## src/rtl/pattern_broadcaster.sv

```systemverilog
// pattern_broadcaster: drives the adder-under-test operands {cin,b,a}
// from two scan pins. Broadcast replicates the pins, shift serially
// loads full operands, and count sweeps every {cin,b,a} combination.
// busy/done let the tester pace pattern application.
module pattern_broadcaster #(
    parameter int N = 16
) (
    input  logic         clk,
    input  logic         rst,
    input  logic [1:0]   mode,
    input  logic         start,
    input  logic         abort,
    input  logic         pin_a,
    input  logic         pin_b,
    output logic [N-1:0] a,
    output logic [N-1:0] b,
    output logic         cin,
    output logic         busy,
    output logic         done
);

    // Width of the shift bit counter; derived from N and not overridable.
    localparam int CNT_W = (N > 1) ? $clog2(N) : 1;
    // The count sweep treats {cin,b,a} as one unsigned word.
    localparam int VEC_W = 2 * N + 1;
    localparam logic [CNT_W-1:0] CNT_LAST = CNT_W'(N - 1);

    typedef enum logic [1:0] {
        MODE_BCAST = 2'b00,
        MODE_SHIFT = 2'b01,
        MODE_COUNT = 2'b10,
        MODE_HOLD  = 2'b11
    } mode_e;

    typedef enum logic [1:0] {
        ST_IDLE  = 2'b00,
        ST_SHIFT = 2'b01,
        ST_RUN   = 2'b10
    } state_e;

    state_e           state_q;
    mode_e            mode_s;
    logic [CNT_W-1:0] cnt_q;
    logic [CNT_W-1:0] cnt_d;
    // Only N-1 history bits are stored: the final load takes the live pin
    // bit as the MSB, so a full N-bit register would never use its LSB.
    logic [N-2:0]     sr_a_q;
    logic [N-2:0]     sr_b_q;
    logic [N-1:0]     sr_a_d;
    logic [N-1:0]     sr_b_d;
    logic [N-1:0]     a_q;
    logic [N-1:0]     b_q;
    logic             cin_q;
    logic             busy_q;
    logic             done_q;
    logic [VEC_W-1:0] vec_q;
    logic [VEC_W-1:0] vec_d;
    logic             vec_last;
    logic             shift_last;

    assign vec_q = {cin_q, b_q, a_q};

    // Next-value arithmetic shared by the shift and count states.
    // NOTE: every signal driven here has an unconditional assignment, so no latch can be inferred.
    always_comb begin
        mode_s     = mode_e'(mode);
        sr_a_d     = {pin_a, sr_a_q};
        sr_b_d     = {pin_b, sr_b_q};
        cnt_d      = cnt_q + CNT_W'(1);
        vec_d      = vec_q + VEC_W'(1);
        vec_last   = &vec_q;
        shift_last = (cnt_q == CNT_LAST);
    end

    // Control FSM with registered operand, busy and done outputs.
    // NOTE: non-blocking assignments throughout, so every read sees the pre-edge value.
    always_ff @(posedge clk or posedge rst) begin
        if (rst) begin
            state_q <= ST_IDLE;
            cnt_q   <= '0;
            sr_a_q  <= '0;
            sr_b_q  <= '0;
            a_q     <= '0;
            b_q     <= '0;
            cin_q   <= 1'b0;
            busy_q  <= 1'b0;
            done_q  <= 1'b0;
        end else begin
            // done is a single-cycle pulse unless a completion re-arms it below.
            done_q <= 1'b0;
            case (state_q)
                ST_IDLE: begin
                    case (mode_s)
                        MODE_BCAST: begin
                            a_q   <= {N{pin_a}};
                            b_q   <= {N{pin_b}};
                            cin_q <= pin_a ^ pin_b;
                        end
                        MODE_SHIFT: begin
                            // abort in IDLE only suppresses start.
                            if (start && !abort) begin
                                state_q <= ST_SHIFT;
                                busy_q  <= 1'b1;
                                cnt_q   <= '0;
                                cin_q   <= pin_a;
                            end
                        end
                        MODE_COUNT: begin
                            if (start && !abort) begin
                                state_q <= ST_RUN;
                                busy_q  <= 1'b1;
                                a_q     <= '0;
                                b_q     <= '0;
                                cin_q   <= 1'b0;
                            end
                        end
                        default: begin
                            // HOLD: operands keep their values, start ignored.
                        end
                    endcase
                end

                ST_SHIFT: begin
                    if (abort) begin
                        // Partial data stays in the shifter and is never loaded.
                        state_q <= ST_IDLE;
                        busy_q  <= 1'b0;
                    end else begin
                        sr_a_q <= sr_a_d[N-1:1];
                        sr_b_q <= sr_b_d[N-1:1];
                        cnt_q  <= cnt_d;
                        if (shift_last) begin
                            // Operands change in one step, never bit by bit.
                            a_q     <= sr_a_d;
                            b_q     <= sr_b_d;
                            done_q  <= 1'b1;
                            state_q <= ST_IDLE;
                            busy_q  <= 1'b0;
                        end
                    end
                end

                ST_RUN: begin
                    if (abort) begin
                        state_q <= ST_IDLE;
                        busy_q  <= 1'b0;
                    end else begin
                        // All-ones naturally wraps to zero on the increment.
                        {cin_q, b_q, a_q} <= vec_d;
                        if (vec_last) begin
                            done_q  <= 1'b1;
                            state_q <= ST_IDLE;
                            busy_q  <= 1'b0;
                        end
                    end
                end

                default: begin
                    state_q <= ST_IDLE;
                    busy_q  <= 1'b0;
                end
            endcase
        end
    end

    // busy drops on the same edge that raises done, so they never overlap.
    assert property (@(posedge clk) disable iff (rst) !(busy_q && done_q));

    assign a    = a_q;
    assign b    = b_q;
    assign cin  = cin_q;
    assign busy = busy_q;
    assign done = done_q;

endmodule

```

## config.mk

```make
export PLATFORM = sky130hd
export DESIGN_NAME = pattern_broadcaster
export DESIGN_NICKNAME = d
export VERILOG_FILES = /design/src/rtl/pattern_broadcaster.sv
export SDC_FILE = /design/constraint.sdc
export NUM_CORES = 1
export LEC_CHECK = 0
export CAP_MARGIN = 15
export CORE_MARGIN = 2
export CORE_UTILIZATION = 25
export DETAILED_ROUTE_END_ITERATION = 10
export PLACE_DENSITY_LB_ADDON = 0.05
export SYNTH_ARGS = -nofsm -noshare
export SYNTH_HDL_FRONTEND = slang
export SYNTH_SLANG_ARGS = --single-unit
export TNS_END_PERCENT = 100
```

## constraint.sdc

```tcl
create_clock -name clk -period 4.2 [get_ports clk]
set_input_delay 1.26 -clock clk [delete_from_list [all_inputs] [get_ports clk]]
set_output_delay 1.26 -clock clk [all_outputs]
set_load 0.01 [all_outputs]
```

==> results.yml <==
outcome:
  status: "complete, no violations"
grt:
  grt_pass1_wl_um: 22200
  grt_pass1_vias: 3747
  antenna_found_initial: 0
  gr-total-overflow: 0
  grt_use_total_pct: 16.5
  grt_max_degree: 49
yosys:
  synth_edf_count: 0
  synth_most_common_cell: "dfrtp_1"
  syn_area_mm2: 0.00415
  yosysTopAreaCell: "dfrtp_1"
  seq_area_frac_synth_pct: 42.8
  synthTopCellsByCount: "71 x dfrtp_1, 44 x nand2_1, 38 x nor2_1"
  synthDistinctLibCells: 56
  postSynthNetCount: 460
  async_flop_share_pct: 100
  avgSynthCellArea_um2: 9.39
  yosysTopAreaCellShare_pct: 42.8
  ys_top_cells_by_area: "dfrtp_1 43%, mux2_2 9.0%, nand2_1 4.0%"
  synthCells: 442
  synth_flop_cell: "dfrtp_1"
  synth_seq_cells: 71
  yosys_warnings: 0
worst_setup_path:
  path_cells: "clkdlybuf4s50_1 > inv_1 > ha_1 > a22o_1 > a22oi_2 > and2_1 > buf_4 > nor2_1 > nor3_1"
  crit_path_start_kind: "primary input"
  r2r-end: "state_q[1]"
  r2r_start: "a[0]"
  r2r_slack_ns: 0.97
  crit_required_ns: 4.46
  crit_slowest_cell: "clkdlybuf4s50_1"
  slowest_delay_ns: 0.48
  cp_top_family: "buffers and inverters"
  cp_num_cells: 9
  cp.arrival_ns: 3.56
  endpoint_kind: "flop"
  reg2reg_depth: 9
  crit_fanout: 13
  crit_type: "primary input to flop"
  crit_buf_inv: 3
timing:
  rsz0062_at_grt: "no"
  hold_viol: 0
  fmax_mhz: 303
  fin_crit_ns: 3.30
  drv_slew: 0
  period_share_pct: 78.7
  fin_worst_skew_ns: 0.00910
  slew_headroom_pct: 36.7
  worstMarginPinSlew_ns: 0.944
  setup_viol: 0
  fin_setup_tns_ns: 0
power_and_ir_drop:
  p_sw_share_pct: 41.8
  sequentialPowerShare_pct: 33.0
  irDropWorstVdd_mv: 0.249
  powerDensity_mw_per_mm2: 749
  combinationalPowerShare_pct: 45.4
  leakage_nw: 2.08
  p_clk_share_pct: 21.6
  intPower_mw: 2.25
  p_switching_mw: 1.62
die:
  std_cell_rows: 47
  fp.dieH_um: 133
  fp.coreArea_mm2: 0.0164
  dieArea_mm2: 0.0176
  io_pins: 43
  die_w_um: 133
  initial_core_util_pct: 25.3
cells_and_area:
  diodes: 0
  regArea_mm2: 0.00178
  multi_input_area_mm2: 0.00223
  drive_above_1_share_pct: 15.0
  fin_cells: 708
  areaGrowthSynthToFinish_pct: 24.7
  fillerInstances: 1706
  nNetsFinal: 501
  fin_area_mm2: 0.00517
clock_network:
  ctsHoldBuffers: 0
  htree_levels: 3
  cts_root_buf: "clkbuf_16"
  cts_tree: "done"
  cts_setup_buffers: 0
  cts_num_sinks: 71
  cts_buffers: 9
  clk_pin_slew_ns: 0.06
  clk_path_buf_depth: 2
  cts_resized: 0
  clk_latency_ns: 0.35
placed_design:
  port_buffers: 42
  dp_hpwl_um: 9710
  dp_cells: 692
  placed_area_mm2: 0.00485
  place_congestion: 0.818
worst_hold_path:
  min_delay_path_depth: 1
  min_to: "sr_a_q[0]"
  hold_class: "flop to flop"
  min_from: "sr_a_q[0]"
route:
  antenna_left: 0
  drcViolationCount: 0
  first_iter_violations: 189
  drt-vias-per-instance: 5.14
  drt_wl_total_um: 13800
  vias: 3638
  wl_per_cell_um: 19.5
  firstDrtPassIters: 4
job:
  maxCapViolations: 0
==> power by group through the flow <==
| stage | combinational (mW) | clock (mW) | sequential [mW] |
|---|---|---|---|
| after global routing | 1.95 | 0.899 | 1.33 |
| final | 1.76 | 0.838 | 1.28 |
| after CTS | 1.78 | 0.873 | 1.28 |
| after detailed placement | 1.77 | 0 | 1.29 |
| after floorplan | 1.03 | 0 | 1.24 |
| after global placement | 1.77 | 0 | 1.29 |
==> cell type report <==
class                   instances  share of cell area (%)
clock inverters                 7                    1.86
well taps                     220                    5.32
repair buffers                 54                    10.1
clock buffers                   9                    4.35
inverters                      13                   0.943
multi-input cells             334                    43.1
flip-flops and latches         71                    34.3
==> metrics by stage <==
stage	total power [mW]	hold WS [ns]	util, %	setup slack (ns)
floorplan	2.27	0.480	-	1.14
global placement	3.07	0.494	29.6	0.593
detailed placement	3.06	0.499	29.6	0.544
CTS	3.94	0.514	31.5	0.894
global route	4.17	0.544	31.5	0.709
finish	3.87	0.513	31.5	0.895
==> cell families after synthesis <==
logic type | Yosys count | share of synthesized area (%)
AO/OA/AOI/OAI | 129 | 21.3
AND/OR/NAND/NOR | 158 | 19.5
multiplexers | 33 | 8.95
buffers and inverters | 37 | 3.59
flip-flops | 71 | 42.8
XOR/XNOR | 4 | 0.844
adder cells (fa/ha/maj) | 10 | 3.01
==> state kept, by name, summed over array words and instances (netlist names) <==
name     cells
sr_a_q      15
done         1
cin          1
cnt_q        4
busy         1
sr_b_q      15
state_q      2
b           16
a           16
==> metal layers <==
| metal | track usage, % | up-vias | wire, µm |
|---|---|---|---|
| met5 | 0 | - | 0 |
| met4 | 4.84 | 0 | 99 |
| met3 | 3.60 | 8 | 463 |
| met2 | 25.7 | 91 | 6510 |
| met1 | 23.0 | 1799 | 6760 |
| li1 | - | 1740 | - |
==> cells in the final DEF (no fill, tap or decap), drive strengths merged, types with 3 or more instances in the layout <==
cell type / n
nand2: 44
o22a: 7
a22oi: 3
nand2b: 4
inv: 12
nor4: 4
nand3: 17
mux2: 33
o21a: 4
buf: 12
nor2: 38
nor3: 12
clkinv: 3
a221oi: 12
clkinvlp: 3
a31oi: 7
and2: 7
and4: 3
a2111oi: 3
ha: 10
and3: 9
o31ai: 6
a21oi: 31
a211oi: 11
dfrtp: 71
clkdlybuf4s50: 42
nand4b: 3
clkbuf: 9
o21ai: 24
nand4: 10
==> how the worst max path moves through the flow <==
stage	start	to	slack (ns)
after global placement	mode[0]	b[8]	0.59
after CTS	mode[0]	a[5]	0.89
final	mode[0]	a[5]	0.90
after floorplan	rst	a[0]	1.14
after detailed placement	mode[0]	b[8]	0.54
after global routing	a[0]	state_q[1]	0.71
Note: power is estimated with default switching activity, not from simulation.
